==> config.mk <==
export PLATFORM = sky130hd
export DESIGN_NAME = mult_smag_iter
export DESIGN_NICKNAME = d
export VERILOG_FILES = /design/src/rtl/mult_smag_iter_pkg.sv /design/src/rtl/mult_smag_iter_scale.sv /design/src/rtl/mult_smag_iter.sv
export SDC_FILE = /design/constraint.sdc
export NUM_CORES = 1
export LEC_CHECK = 0
export BUFFER_PORTS_ARGS = -buffer_cell sky130_fd_sc_hd__buf_2
export CORE_MARGIN = 1.5
export CORE_UTILIZATION = 55
export DETAILED_ROUTE_END_ITERATION = 6
export PLACE_DENSITY = 0.86
export SYNTH_ARGS = -nofsm -noshare
export SYNTH_HDL_FRONTEND = slang
export SYNTH_SLANG_ARGS = --single-unit
==> constraint.sdc <==
create_clock -name clk -period 10 [get_ports clk]
set_input_delay 0.5 -clock clk [delete_from_list [all_inputs] [get_ports clk]]
set_output_delay 0.5 -clock clk [all_outputs]
set_load 0.03 [all_outputs]
==> src/rtl/mult_smag_iter_pkg.sv <==
`default_nettype none
// +----------------------------------------------------------------------------+
// | Package     : mult_pkg                                                      |
// | Description : Shared FSM state type, iteration-count helper and rounding    |
// |               mode constants for the iterative sign-magnitude multiplier.   |
// | Revision    : 1.0 - initial release                                         |
// +----------------------------------------------------------------------------+
package mult_pkg;

  // Sequencer states shared by the multiplier and its reviewers/benches
  typedef enum logic [1:0] {
    IDLE = 2'd0,
    RUN  = 2'd1,
    FIN  = 2'd2,
    DONE = 2'd3
  } state_t;

  // Rounding modes captured alongside the operands
  localparam logic c_RND_TRUNC   = 1'b0;
  localparam logic c_RND_HALF_UP = 1'b1;

  // Number of RUN cycles needed to consume all magnitude bits of the multiplier
  function automatic int calc_iter(input int n_in, input int bpc);
    return (n_in - 1 + bpc - 1) / bpc;
  endfunction

endpackage
`default_nettype wire

==> src/rtl/mult_smag_iter_scale.sv <==
`default_nettype none
// +----------------------------------------------------------------------------+
// | Module      : mult_smag_scale                                               |
// | Description : Combinational Q-format post-scaler for a raw magnitude        |
// |               product: optional half-up rounding, shift by F, overflow      |
// |               detection, saturate (MULT_SAT_EN) or wrap, and negative-zero  |
// |               squash.                                                       |
// | Macro       : MULT_SAT_EN - saturate the magnitude on overflow              |
// | Revision    : 1.0 - initial release                                         |
// +----------------------------------------------------------------------------+
module mult_smag_scale
  import mult_pkg::*;
#(
  parameter int N_IN  = 32,
  parameter int N_OUT = 32,
  parameter int F     = 0
) (
  input  logic [2*(N_IN-1)-1:0] i_acc,
  input  logic                  i_rnd,
  input  logic                  i_s1,
  input  logic                  i_s2,
  output logic [N_OUT-1:0]      o_product,
  output logic                  o_overflow
);

  localparam int c_ACC_W = 2 * (N_IN - 1);
  // One guard bit above the accumulator for the rounding carry, and never
  // narrower than the product so the overflow slice is always well formed.
  localparam int c_W     = (c_ACC_W + 1 > N_OUT) ? c_ACC_W + 1 : N_OUT;
  localparam int c_FH    = (F > 0) ? F - 1 : 0;

  logic [c_W-1:0]   w_half;
  logic [c_W-1:0]   w_sum;
  logic [c_W-1:0]   w_scaled;
  logic [N_OUT-2:0] w_mag;
  logic             w_sign;

  assign w_half     = (i_rnd == c_RND_HALF_UP && F > 0) ? (c_W'(1) << c_FH) : '0;
  assign w_sum      = c_W'(i_acc) + w_half;
  assign w_scaled   = w_sum >> F;
  assign o_overflow = |w_scaled[c_W-1:N_OUT-1];

`ifdef MULT_SAT_EN
  assign w_mag = o_overflow ? '1 : w_scaled[N_OUT-2:0];
`else
  assign w_mag = w_scaled[N_OUT-2:0];
`endif

  // A zero magnitude is always reported as positive zero
  assign w_sign    = (i_s1 ^ i_s2) && (w_mag != '0);
  assign o_product = {w_sign, w_mag};

endmodule
`default_nettype wire

==> src/rtl/mult_smag_iter.sv <==
`default_nettype none
// +----------------------------------------------------------------------------+
// | Module      : mult_smag_iter                                                |
// | Description : Iterative sign-magnitude fixed-point multiplier consuming     |
// |               BITS_PER_CYCLE multiplier bits per clock, with ready/valid    |
// |               handshakes on both sides and per-operation rounding.          |
// | Macro       : MULT_SAT_EN - saturate the product magnitude on overflow      |
// | Revision    : 1.0 - initial release                                         |
// +----------------------------------------------------------------------------+
module mult_smag_iter
  import mult_pkg::*;
#(
  parameter int N_IN           = 32,
  parameter int N_OUT          = 32,
  parameter int F              = 0,
  parameter int BITS_PER_CYCLE = 1
) (
  input  logic              clk,
  input  logic              rst,
  input  logic              en,
  input  logic              in_valid,
  output logic              in_ready,
  input  logic [N_IN-1:0]   num1,
  input  logic [N_IN-1:0]   num2,
  input  logic              rnd,
  output logic              out_valid,
  input  logic              out_ready,
  output logic [N_OUT-1:0]  product,
  output logic              overflow
);

  localparam int c_M     = N_IN - 1;
  localparam int c_ACC_W = 2 * c_M;
  localparam int c_ITER  = calc_iter(N_IN, BITS_PER_CYCLE);
  localparam int c_CNT_W = (c_ITER > 1) ? $clog2(c_ITER) : 1;
  // Multiplier shift register padded to a whole number of digits so the
  // bits beyond the magnitude read as zero in the final digit.
  localparam int c_B_W   = c_ITER * BITS_PER_CYCLE;

  state_t             r_state;
  state_t             w_state_nxt;
  logic [c_ACC_W-1:0] r_a;
  logic [c_ACC_W-1:0] r_acc;
  logic [c_ACC_W-1:0] w_partial;
  logic [c_B_W-1:0]   r_b;
  logic [c_CNT_W-1:0] r_step;
  logic               r_s1;
  logic               r_s2;
  logic               r_rnd;
  logic [N_OUT-1:0]   r_product;
  logic [N_OUT-1:0]   w_product;
  logic               r_overflow;
  logic               w_overflow;
  logic               w_accept;
  logic               w_last;

  assign w_accept  = in_valid && in_ready;
  assign w_last    = (r_step == c_CNT_W'(c_ITER - 1));
  // r_a is pre-shifted each cycle, so the digit product needs no variable shift
  assign w_partial = r_a * c_ACC_W'(r_b[BITS_PER_CYCLE-1:0]);

  mult_smag_scale #(
    .N_IN  (N_IN),
    .N_OUT (N_OUT),
    .F     (F)
  ) u_scale (
    .i_acc      (r_acc),
    .i_rnd      (r_rnd),
    .i_s1       (r_s1),
    .i_s2       (r_s2),
    .o_product  (w_product),
    .o_overflow (w_overflow)
  );

  // State register; en low freezes the sequencer
  always_ff @(posedge clk or posedge rst) begin
    if (rst) begin
      r_state <= IDLE;
    end else if (en) begin
      r_state <= w_state_nxt;
    end
  end

  // Next-state logic
  always_comb begin
    w_state_nxt = r_state;
    case (r_state)
      IDLE:    if (w_accept) w_state_nxt = RUN;
      RUN:     if (w_last) w_state_nxt = FIN;
      FIN:     w_state_nxt = DONE;
      DONE:    if (out_ready) w_state_nxt = IDLE;
      default: w_state_nxt = IDLE;
    endcase
  end

  // Handshake outputs, masked while the clock enable is low
  always_comb begin
    in_ready  = en && (r_state == IDLE);
    out_valid = en && (r_state == DONE);
  end

  // Operand capture, shift-add accumulation and result registration
  always_ff @(posedge clk or posedge rst) begin
    if (rst) begin
      r_a        <= '0;
      r_b        <= '0;
      r_acc      <= '0;
      r_step     <= '0;
      r_s1       <= 1'b0;
      r_s2       <= 1'b0;
      r_rnd      <= 1'b0;
      r_product  <= '0;
      r_overflow <= 1'b0;
    end else if (en) begin
      case (r_state)
        IDLE: begin
          if (w_accept) begin
            r_s1   <= num1[N_IN-1];
            r_s2   <= num2[N_IN-1];
            r_rnd  <= rnd;
            r_a    <= c_ACC_W'(num1[c_M-1:0]);
            r_b    <= c_B_W'(num2[c_M-1:0]);
            r_acc  <= '0;
            r_step <= '0;
          end
        end
        RUN: begin
          r_acc  <= r_acc + w_partial;
          r_a    <= r_a << BITS_PER_CYCLE;
          r_b    <= r_b >> BITS_PER_CYCLE;
          r_step <= r_step + c_CNT_W'(1);
        end
        FIN: begin
          r_product  <= w_product;
          r_overflow <= w_overflow;
        end
        default: begin
        end
      endcase
    end
  end

  assign product  = r_product;
  assign overflow = r_overflow;

endmodule
`default_nettype wire

### Word-level counts from Yosys, hierarchy flattened

Index checks and enable logic that the tools add are counted.

| storage, ports and cells | value |
|---|---|
| register bits after elaboration | 197 |
| input bits | 70 |
| output and inout port bits | 35 |

| operators by class | value |
|---|---|
| add/sub/neg operators | 2 |
| $mul | 1 |
| eq/ne operators | 7 |
| multiplexer cells | 12 |
| bitwise gates (word level) | 1 |
| reduce and logical (&&, ||, !) cells | 12 |

Operators with widths:

| kind | count |
|---|---|
| one-hot mux 62 bit (2 select lines) | 2 |
| two-way mux 62 bit | 2 |
| adder 62 bit | 1 |
| multiplier 62 x 1 -> 62 bit | 1 |
| one-hot mux 31 bit (2 select lines) | 1 |
| two-way mux 31 bit | 1 |
| nonzero test 31 bit | 1 |
| OR reduction 31 bit | 1 |
| one-hot mux 5 bit (2 select lines) | 1 |
| one-hot mux 2 bit (4 select lines) | 1 |
| two-way mux 2 bit | 3 |
| != test 2 bit (second input constant) | 3 |
| AND reduction 3 bit | 2 |
| adder 5 x 1 -> 5 bit (second input constant) | 1 |
| equality test 5 bit (second input constant) | 1 |
| two-way mux 5 bit | 1 |
| equality test 2 bit (second input constant) | 2 |
| logical AND 1 bit | 4 |
| AND reduction 4 bit | 1 |
| equality test 2 x 1 -> 1 bit (second input constant) | 1 |
| zero test 2 bit | 1 |
| AND reduction 2 bit | 1 |
| nonzero test 2 bit | 1 |
| XOR 1 bit | 1 |

### Logic depth before layout (Yosys ltp)

Gate-level depths: netlist (run 1).

| logic depth | value |
|---|---|
| depth after elaboration | 5 |
| depth in mapped cells | 16 |
| mapped depth without buffers | 14 |

### Hierarchy

Synthesis (run 1) repeated with hierarchy kept, for this count alone.

| unflattened totals | value |
|---|---|
| cell total of the unflattened synthesis | 1,314 |
| area total of the unflattened synthesis | 12,241.7 um^2 |

By module, submodules not included:

| module | instances | cells each | area each (um^2) | seq. area each (um^2) |
|---|---|---|---|---|
| mult_smag_iter | 1 | 1,260 | 11,847.6 | 4,954.8 |
| mult_smag_scale | 1 | 54 | 394.1 | 0.0 |

### Worst setup path after synthesis (run 1)

Ideal clock, no wire load.

| timing | value |
|---|---|
| path type | register to register |
| start | register r_b[0] |
| end | register r_acc[58] |
| setup time | 0.069 ns |
| arrival | 3.670 ns |
| required time | 9.931 ns |
| path slack | 6.261 ns |
| stages on the path, launching flop included | 17 |
| path buffers | 2 |
| cells stage by stage | dfrtp_1 > clkdlybuf4s50_2 > clkbuf_1 > and2_1 > ha_1 > inv_1 > fa_1 > nor2b_1 > o31ai_2 > a21boi_2 > a211oi_1 > o21ai_1 > a311oi_2 > o21ai_2 > a21oi_1 > or4_1 > nand3_1 |

| between the ends | value |
|---|---|
| longest elaborated chain between the ends | 3 |

Ends and longest elaborated chain:

| element | line | RTL |
|---|---|---|
| from (decl) | mult_smag_iter.sv:45 | `logic [c_B_W-1:0] r_b;` |
| from (signal assigned) | mult_smag_iter.sv:122 | `r_b <= c_B_W'(num2[c_M-1:0]);` |
| from (signal assigned) | mult_smag_iter.sv:130 | `r_b <= r_b >> BITS_PER_CYCLE;` |
| multiplier 62 x 1 -> 62 bit | mult_smag_iter.sv:60 | `assign w_partial = r_a * c_ACC_W'(r_b[BITS_PER_CYCLE-1:0]);` |
| adder 62 bit | mult_smag_iter.sv:128 | `r_acc <= r_acc + w_partial;` |
| one-hot mux 62 bit (2 select lines) | mult_smag_iter.sv:115 | `case (r_state)` |
| to (signal assigned) | mult_smag_iter.sv:128 |  |
| to (decl) | mult_smag_iter.sv:43 | `logic [c_ACC_W-1:0] r_acc;` |

Every way passes these cells.
A chain may end at the register's enable or synchronous reset.

### Worst setup path after layout (run 1)

Same ends and word-level chain as after synthesis.

==> results.md, run 1 <==
- Outcome: finished clean
- Primary FF master, synth: dfrtp_1
- CTS clk-pin slew, worst paths: 0.07 ns
- Tightest Pin Transition: 1.15 ns
- EDFF count, synth: 0
- Startpoint Class: register
- Die Y: 149 µm
- Sw Pwr: 1.36 mW
- Post-CTS Setup Repair Bufs: 0
- Combinational Power Share: 40.1%
- Most frequent cell after synthesis: dfrtp_1
- Worst EP arrival: around 5.1 ns
- Syn Area/Cell: 9.51 µm²
- Clock share of power: 21.8%
- Drt first pass iters: 7
- Synth Cell Area: 11700 µm²
- First-pass GRT wire length: 46.1 mm
- Final TNS setup: 0 ns
- Hpwl dp: 18.6 mm
- Iteration-0 DRC Markers: 712
- Wire length on met2: 13.2 mm
- Synth Instances: 1231
- Critical Path RT: slightly above 10 ns
- Tcrit/Tclk final: approximately 47%
- Max Fclk: 214 MHz
- Post-synth top area cell: dfrtp_1
- Crit end category: register
- Final WL: 27.3 mm
- Reg2reg setup slack: 5.32 ns
- Die Span X: 149 µm
- Sequential share of the synthesized area: 42.1%
- Placed Cells: 1545
- Slew Limit Headroom: 23.3%
- Net count after synthesis: 1370
- Hold Buf Count CTS: 0
- Min Tclk post-route: roughly 4.7 ns
- PortBufs: 103
- Peak VDD IR: 0.170 mV
- Share of layout cells above drive strength 1: 15.5%
- Worst Skew: 0.0141 ns
- DR WL/cell: 17.3 µm
- Routed vias/inst: just over 6
- Switching share of power: about two fifths
- YS warnings: 0
- Post-cts repair resize count: 0
- Asr flop ratio synth: between 90% and 100%
- Total grt overflow: 0
- DR vias: 9556
- Max Root-Sink Buffers: 2
- Hold crit path type: input port to async pin
- Final Max Tran Viols: 0
- Fin. Hold Viols: 0
- Max Cap Viol: 0
- Power per cell area: 257 nW/µm²
- Synth area leaders: dfrtp_1 42%, ha_1 7.3%, o21ai_0 5.8%
- Starting Density: 55.9%
- Htree depth: 4
- Leakage: 6.22 nW
- Top post-synthesis cells by count: 197 x dfrtp_1, 163 x nand2_1, 136 x o21ai_0
- Core region area: 21000 µm²
- CTS tree: done
- Site row count: 53
- Aggregate global-route resource usage: about a quarter
- Crit path max fanout: 39
- Final setup viols: 0
- Core Util, Final: 61.8%
- Area Overhead vs Synth: 10.6%
- Remaining DRCs: 0
- Pin count of the biggest net entering global routing: 139
- Sequential share of power: 38.1%
- Top sig layer: met4
- Routability cong.: 0.915
- Root Driver: clkbuf_16
- Number of CTS-inserted buffers: 17
- Number of synthesized register bits: 197
- Number of global-route vias before repair: between 9k and 10k
- Num Clock Sinks: roughly 200
- Clock latency at the later pin of the worst-skew pair: between 0.4 and 0.5 ns
- M1 WL: approximately 12 mm
- Ant. Diodes: 0
- Hold WS: 0.288 ns
- WL met3: 1.55 mm
- Final nets: 1428
- Unrepaired setup endpoints after global routing: no
- Crit path kind: register to register
- Post-DRT Antenna Nets: 0
- IO Count: about 110
- Die area: 22200 µm²
- Pint: 1.97 mW
- Final Instance Count excl. Fillers: 1577
- Yosys top cell area share: 42.1%
- Initial antenna violation count: 0
- Synth cell types: between 70 and 80
-- path summary, 6_finish.rpt --
path	startpoint	endpoint	depth (start not counted)
hold reg to reg	r_b[5]	r_b[5]	2
min in group clk	num2[25]	r_b[25]	3
hold / removal	rst	product[3]	2
max in group asynchronous	rst	r_acc[31]	3
setup / recovery	r_b[0]	r_acc[58]	15
setup reg to reg	r_b[0]	r_acc[58]	15
-- routing by layer --
layer	GRT usage (%)	vias up
met2	42.6	313
li1	-	4523
met5	0	-
met3	4.86	54
met1	34.1	4666
met4	8.02	0
-- placed cells by master, fill, tap and decap left out, types with 6 or more instances in the layout --
cell         n
o21ai_0    136
ha_1        67
a21o_1      16
nor2_1      38
o21bai_1    11
nand4_1     21
xnor2_1     30
o21a_1       8
buf_4        6
a22o_1      38
mux2_2      32
a21oi_1     70
buf_2      103
and2_1      66
nand2_1    162
dfrtp_1    197
nand2b_1     6
mux2i_1     49
o31ai_1      7
inv_1       32
nand3_1     16
clkbuf_16   17
nor4_1      16
o211ai_1     8
xor2_1      28
o21ai_1      7
nor3_1       8
a222oi_1    12
-- critical path, stage by stage (launching register included) --
cell      delay, ns
dfrtp_1        0.75
buf_4          0.44
and2_1         0.19
ha_1           0.19
inv_1          0.09
fa_1           0.45
nor2b_1        0.21
o31ai_2        0.10
a21boi_2       0.33
a211oi_1       0.18
o21ai_1        0.35
a311oi_2       0.29
o21ai_2        0.29
a21oi_1        0.17
or4_1          0.49
nand3_1        0.09
-- state kept, by name, indices dropped and copies added (netlist names) --
signal    count
r_state       2
product      32
r_b          31
r_a          62
r_acc        62
r_s2          1
r_s1          1
r_step        5
overflow      1
-- kinds of logic (layout without fill, tap and decap cells) --
logic type | after synthesis | after routing | share of synthesized area, %
flip-flops | 197 | 197 | 42.1
AND/OR/NAND/NOR | 359 | 359 | 14.8
buffers and inverters | 105 | 176 | 3.87
XOR/XNOR | 58 | 58 | 4.34
AO/OA/AOI/OAI | 362 | 362 | 20.2
multiplexers | 81 | 81 | 7.26
adder cells (fa/ha/maj) | 69 | 69 | 7.44
-- layout make-up --
class	instances	area [µm²]
flip-flops and latches	197	4930
clock buffers	20	457
repair buffers	109	561
inverters	35	139
well taps	275	344
fillers	1736	8000
multi-input cells	929	6360
clock inverters	12	166
-- power by group through the flow --
stage / Clock (mW) / Combinational [mW] / Sequential (mW)
2_1_floorplan: 0 / 0.948 / 1.30
3_3_place_gp: 0 / 1.26 / 1.26
3_5_place_dp: 0 / 1.32 / 1.28
4_1_cts: 0.734 / 1.33 / 1.27
5_1_grt: 0.764 / 1.48 / 1.30
6_report: 0.726 / 1.33 / 1.27
-- stage by stage --
stage | setup WS (ns) | cell area, µm² | total power, mW
after detailed placement | 5.55 | 12300 | 2.60
after CTS | 5.41 | 13000 | 3.33
after global placement | 5.67 | 12300 | 2.52
after global routing | 5.07 | 13000 | 3.55
after floorplan | 4.13 | 11700 | 2.25
final | 5.32 | 13000 | 3.33
Note: power is estimated with default switching activity, not from simulation.
==> run 2: changes to the inputs <==
--- a/config.mk
+++ b/config.mk
@@ -9,7 +9,7 @@
 export CORE_MARGIN = 1.5
 export CORE_UTILIZATION = 55
 export DETAILED_ROUTE_END_ITERATION = 6
-export PLACE_DENSITY = 0.86
+export PLACE_DENSITY = 0.89
 export SYNTH_ARGS = -nofsm -noshare
 export SYNTH_HDL_FRONTEND = slang
 export SYNTH_SLANG_ARGS = --single-unit
==> constraint.sdc (replaced) <==
create_clock -name clk -period 4.15 [get_ports clk]
set_input_delay 0.2075 -clock clk [delete_from_list [all_inputs] [get_ports clk]]
set_output_delay 0.2075 -clock clk [all_outputs]
set_load 0.03 [all_outputs]
==> run 2 against run 1 <==
The run now ends with hold timing left. Via count rose by 2.4%. Combinational power rose by 150%. Critical path type unchanged. Sequential power rose by 140%. Cell count rose by 1.3%. Cell area rose by 1.3%. Clock power rose by 120%. Hold slack got worse by 0.33 ns. Power rose by 140%. Critical path depth fell by 2. Clock skew rose by 0.0023 ns. Clock-buffer cell count fell by 2. Die area did not move.
==> results.md, run 2 (synthesis gave the netlist of run 1 again) <==
- Hpwl dp: 18.9 mm
- Die area: between 20000 and 25000 µm²
- Reg2reg setup slack: slightly below 0.4 ns
- Tightest Pin Transition: about 1.2 ns
- Final WL: approximately 28 mm
- Worst EP arrival: 4.05 ns
- CTS clk-pin slew, worst paths: ~0.080 ns
- Power consumption: 7.94 mW
- Starting Density: 55.9%
- Max Fclk: 266 MHz
- Initial antenna violation count: 1
- Die Y: 149 µm
- Critical Path RT: 4.44 ns
- Num Clock Sinks: ~200
- Slew Limit Headroom: 21.1%
- Final TNS setup: 0 ns
- Tcrit/Tclk final: 90.6%
- Outcome: finished with violations
- Fin. Hold Viols: 11
- PnR worst setup slack: 0.390 ns
- Routability cong.: 0.921
- Failing checks: hold timing
- Post-CTS Setup Repair Bufs: 0
- Root Driver: clkbuf_16
- Clock latency at the later pin of the worst-skew pair: 0.45 ns
- Power per cell area: 605 nW/µm²
- Worst Skew: approximately 0.016 ns
- Unrepaired setup endpoints after global routing: no
- Routed vias/inst: 6.12
- Area Overhead vs Synth: 12.0%
- PortBufs: 103
- DR WL/cell: between 15 and 20 µm
- First-pass GRT wire length: 47.1 mm
- Crit path kind: register to register
- Number of global-route vias before repair: between 9k and 10k
- Htree depth: 4
- Placed inst area: between 10000 and 15000 µm²
- Final Max Tran Viols: 0
- Number of CTS-inserted buffers: 17
- Design area: 13100 µm²
- Iteration-0 DRC Markers: 852
- Max Cap Viol: 0
- Hold WS: -0.0397 ns
- Crit end category: register
- Total grt overflow: 0
- CTS tree: done
- Core region area: 21000 µm²
- Min Tclk post-route: approximately 3.8 ns
- Drt first pass iters: 6
- Aggregate global-route resource usage: 26.4%
- Max Root-Sink Buffers: 2
- Post-DRT Antenna Nets: 0
- Most common cell after layout, fill and taps aside: dfrtp_1
- Remaining DRCs: 0
- Most frequent cells in the layout: 197 x dfrtp_1, 162 x nand2_1, 136 x o21ai_0
- Filler cell count: 1667
- Peak VDD IR: ~0.37 mV
- Final setup viols: 0
- Post-Place Setup Slack: 0.463 ns
- Crit path max fanout: 25
- Startpoint Class: register
- Leakage: 6.29 nW
- DR vias: approximately 9.8k
- Post-cts repair resize count: 0
- Die Span X: 149 µm
- IO Count: between 100 and 150
- Final nets: ~1.4k
- Share of layout cells above drive strength 1: 15.6%
- Site row count: 53
- Pin count of the biggest net entering global routing: 198
- Hold Buf Count CTS: 16
- Hold crit path type: input port to async pin
## run 2: cell count changes in the layout (fill, tap and decap cells not counted), sizes merged
cell         before  now
clkinv            1    7
diode             0    1
bufinv            3    0
dlygate4sd3       0   16
clkbuf           20   18
clkinvlp          3    2
buf             109  113
## run 2: stage by stage
step / utilization, % / instances
after floorplan: - / 1231
after global placement: 59.1 / 1549
after detailed placement: 59.1 / 1549
after CTS: 62.6 / 1597
after global routing: 62.6 / 1597
final: 62.6 / 1598
## run 2: per-layer routing
| metal | global-route usage (%) | wire [µm] |
|---|---|---|
| met5 | 0 | 0 |
| met4 | 10.3 | 752 |
| met3 | 5.17 | 1590 |
| met2 | 45.9 | 14000 |
| met1 | 32.3 | 11900 |
## run 2: layout make-up
class	count	area (µm²)	share of cell area [%]
clock inverters	14	143	1.09
multi-input cells	929	6360	48.5
repair buffers	129	776	5.91
inverters	35	135	1.03
diodes	1	2.50	0.0191
well taps	275	344	2.62
clock buffers	18	429	3.27
flip-flops and latches	197	4930	37.6
## run 2: path summary, 6_finish.rpt
path / start / cells after the start / endpoint
worst max-delay path: r_b[0] / 13 / r_acc[48]
worst min-delay path: rst / 3 / product[6]
worst max register to register: r_b[0] / 13 / r_acc[48]
worst min register to register: r_b[3] / 2 / r_b[3]
max in group asynchronous: rst / 3 / r_b[8]
min in group clk: num1[15] / 3 / r_a[15]
## run 2: power breakdown
group / switching (mW) / internal [mW] / leakage (nW)
combinational: 2.04 / 1.23 / 3.39
sequential: 0.509 / 2.54 / 2.62
clock: 0.818 / 0.799 / 0.278
total: 3.37 / 4.57 / 6.29
## run 2: worst max-delay path, stage by stage (launching register included)
cell and delay (ns):
dfrtp_1 0.39, buf_4 0.20, and2_1 0.18, ha_1 0.32, nor2b_1 0.17, o31ai_2 0.26, a21boi_2 0.17, a211oi_1 0.34
o21ai_1 0.22, a311oi_2 0.55, o21ai_1 0.22, a211oi_1 0.30, xor2_1 0.18, o21ai_0 0.09
==> run 3: changes to the inputs <==
--- a/config.mk
+++ b/config.mk
@@ -9,7 +9,8 @@
 export CORE_MARGIN = 1.5
 export CORE_UTILIZATION = 55
 export DETAILED_ROUTE_END_ITERATION = 6
-export PLACE_DENSITY = 0.89
+export PLACE_DENSITY = 0.88
 export SYNTH_ARGS = -nofsm -noshare
 export SYNTH_HDL_FRONTEND = slang
+export SYNTH_HIERARCHICAL = 1
 export SYNTH_SLANG_ARGS = --single-unit
==> run 3 against run 2 <==
The run now ends clean. Setup slack worse by 0.10 ns. Critical endpoint is now r_acc[61]. Via count is 3.7% higher. Clock-buffer cell count stayed put. Sequential power is 2% higher. Flip-flop and latch count stayed put.
==> results.md, run 3 <==
- Tcrit/Tclk final: between 90% and 100%
- Most Crowded Layer GR: met2
- Share of layout cells above drive strength 1: 15.1%
- Worst Skew: 0.0130 ns
- Synth Cell Area: between 10000 and 15000 µm²
- Seq. cell area: slightly below 5000 µm²
- Met2 GRT Util: ~40%
- Top Family by Delay on Critical Path: compound AO/OA/AOI/OAI gates
- Final WL: between 20 and 30 mm
- Max Cap Viol: 0
- Worst R2R End: r_acc[61]
- Die Span X: 152 µm
- Hold path depth: 3
- Die Y: 152 µm
- Crit path max fanout: 17
- Hold Startpoint: num2[23]
- PortBufs: 103
- Final setup viols: 0
- Core region area: 21800 µm²
- Clock latency at the later pin of the worst-skew pair: roughly 0.45 ns
- Multi-input combinational cell area: 6640 µm²
- Filler cell count: 1723
- Met3 Use GR: 6.25%
- Pin count of the biggest net entering global routing: 198
- Ant. Diodes: 0
- CTS clk-pin slew, worst paths: roughly 0.080 ns
- Critical Path RT: roughly 4.5 ns
- FF-to-FF Start: r_b[0]
- Routed vias/inst: about 6
- First-pass GRT wire length: around 49 mm
- Placed inst area: 12700 µm²
- DR vias: 10.1k
- Post-DRT Antenna Nets: 0
- Peak VDD IR: 0.365 mV
- Power per cell area: 612 nW/µm²
- Register-to-Register Path Depth: 12
- Startpoint Class: register
- Clock share of power: between 20 and 25%
- Routability cong.: ~0.94
- Die area: 23100 µm²
- Synth Instances: 1312
- Pint: approximately 4.7 mW
- Worst EP arrival: 4.20 ns
- Final TNS setup: 0 ns
- Initial antenna violation count: 0
- Fin. Hold Viols: 0
- Met1 Resource Use GR: 35.8%
- WP buf/inv: 1
- Root Driver: clkbuf_16
- Combinational Power Share: 41.7%
- Drt first pass iters: 5
- Number of global-route vias before repair: 9964
- Num Clock Sinks: roughly 200
- Core Util, Final: between 60 and 70%
- Critical Path Slowest Stage Cell: dfrtp_1
- Most common cell after layout, fill and taps aside: dfrtp_1
- Tightest Pin Transition: 1.10 ns
- Min Tclk post-route: 3.86 ns
- CTS tree: done
- Max Fclk: 259 MHz
- Hold crit path type: input port to register
- Final nets: 1490
- Slew Limit Headroom: 26.4%
- Placed Cells: 1602
- Iteration-0 DRC Markers: 786
- Syn Area/Cell: around 9.3 µm²
- Switching share of power: 42.2%
- Sw Pwr: 3.45 mW
- Number of CTS-inserted buffers: 17
- Htree depth: 4
- Starting Density: 55.9%
- Leakage: 6.42 nW
- Aggregate global-route resource usage: 25.9%
- Crit path kind: register to register
- Site row count: 54
- Worst path max stage delay: 0.79 ns
- Design area: 13400 µm²
- DR WL/cell: 18.0 µm
- Most frequent cells in the layout: 197 x dfrtp_1, 164 x nand2_1, 142 x o21ai_0
- Area Overhead vs Synth: 9.47%
- Worst-path cell chain: buf_4, and2_1, ha_1, a21oi_1, o21ai_0, a31oi_1, nand3_1, o211ai_1, a31oi_4, a211oi_2, nor4_1, a211o_1
- YS warnings: 6
- Hpwl dp: 20.1 mm
- Remaining DRCs: 0
- Crit end category: register
- Hold EP: r_b[23]
- Final Max Tran Viols: 0
- Max Root-Sink Buffers: 2
- Net count after synthesis: 1451
- Sequential share of power: between 30% and 40%
- Total grt overflow: 0
- CP Depth: 12
- Reg2reg setup slack: 0.29 ns
- Final Instance Count excl. Fillers: approximately 1.6k
- Outcome: finished clean
- IO Count: 105
- Unrepaired setup endpoints after global routing: no
run 3: cell count changes in the layout (fill, tap and decap cells not counted), moves of 6 or more:
cell / previous run / this run
a21o_1: 16 / 34
a21oi_1: 70 / 76
a31oi_1: 4 / 12
dlygate4sd3_1: 16 / 10
o21ai_0: 136 / 142
xor2_1: 28 / 19
run 3: metrics by stage:
step / total power [mW] / hold slack (ns) / setup WS [ns]
2_1_floorplan: 5.65 / 0.347 / 0.994
3_3_place_gp: 6.30 / 0.433 / 0.407
3_5_place_dp: 6.47 / 0.435 / 0.282
4_1_cts: 8.16 / 0.00131 / 0.187
5_1_grt: 8.71 / 0.0000163 / 0.0534
6_report: 8.17 / 0.00331 / 0.285
run 3: worst max path at each step:
stage	from	end
after floorplan	r_b[0]	r_acc[61]
after detailed placement	r_b[0]	r_acc[58]
after CTS	r_b[0]	r_acc[58]
after global routing	r_b[0]	r_acc[46]
final	r_b[0]	r_acc[61]
after global placement	r_b[0]	r_acc[58]
run 3: tightest hold or removal path, cell delays in order:
cell and delay (ns):
buf_2 0.08, a222oi_1 0.07, inv_1 0.06
run 3: cell type report:
type	instances	share of cell area (%)
clock buffers	18	3.29
repair buffers	124	5.41
flip-flops and latches	197	36.9
clock inverters	12	1.03
well taps	280	2.62
multi-input cells	973	49.7
inverters	38	1.10
run 3: repair_timing:
action	4_1_cts	5_1_grt
hold buffers	10	0
setup buffers	0	0
resized for setup	0	2
setup endpoints to repair	0	4
hold endpoints to repair	10	0
run 3: power groups by stage:
stage                     Sequential, mW  Clock [mW]  Combinational (mW)
final                               3.10        1.66                3.41
after global routing                3.18        1.77                3.76
after CTS                           3.09        1.69                3.38
after detailed placement            3.12           0                3.35
after global placement              3.09           0                3.21
after floorplan                     3.16           0                2.49
run 3: per-layer routing:
layer  vias to the layer above  wire length (µm)
met2                       387             13300
met1                      4908             13400
li1                       4787                 -
met3                        65              2190
met5                         -                 0
met4                         0               628
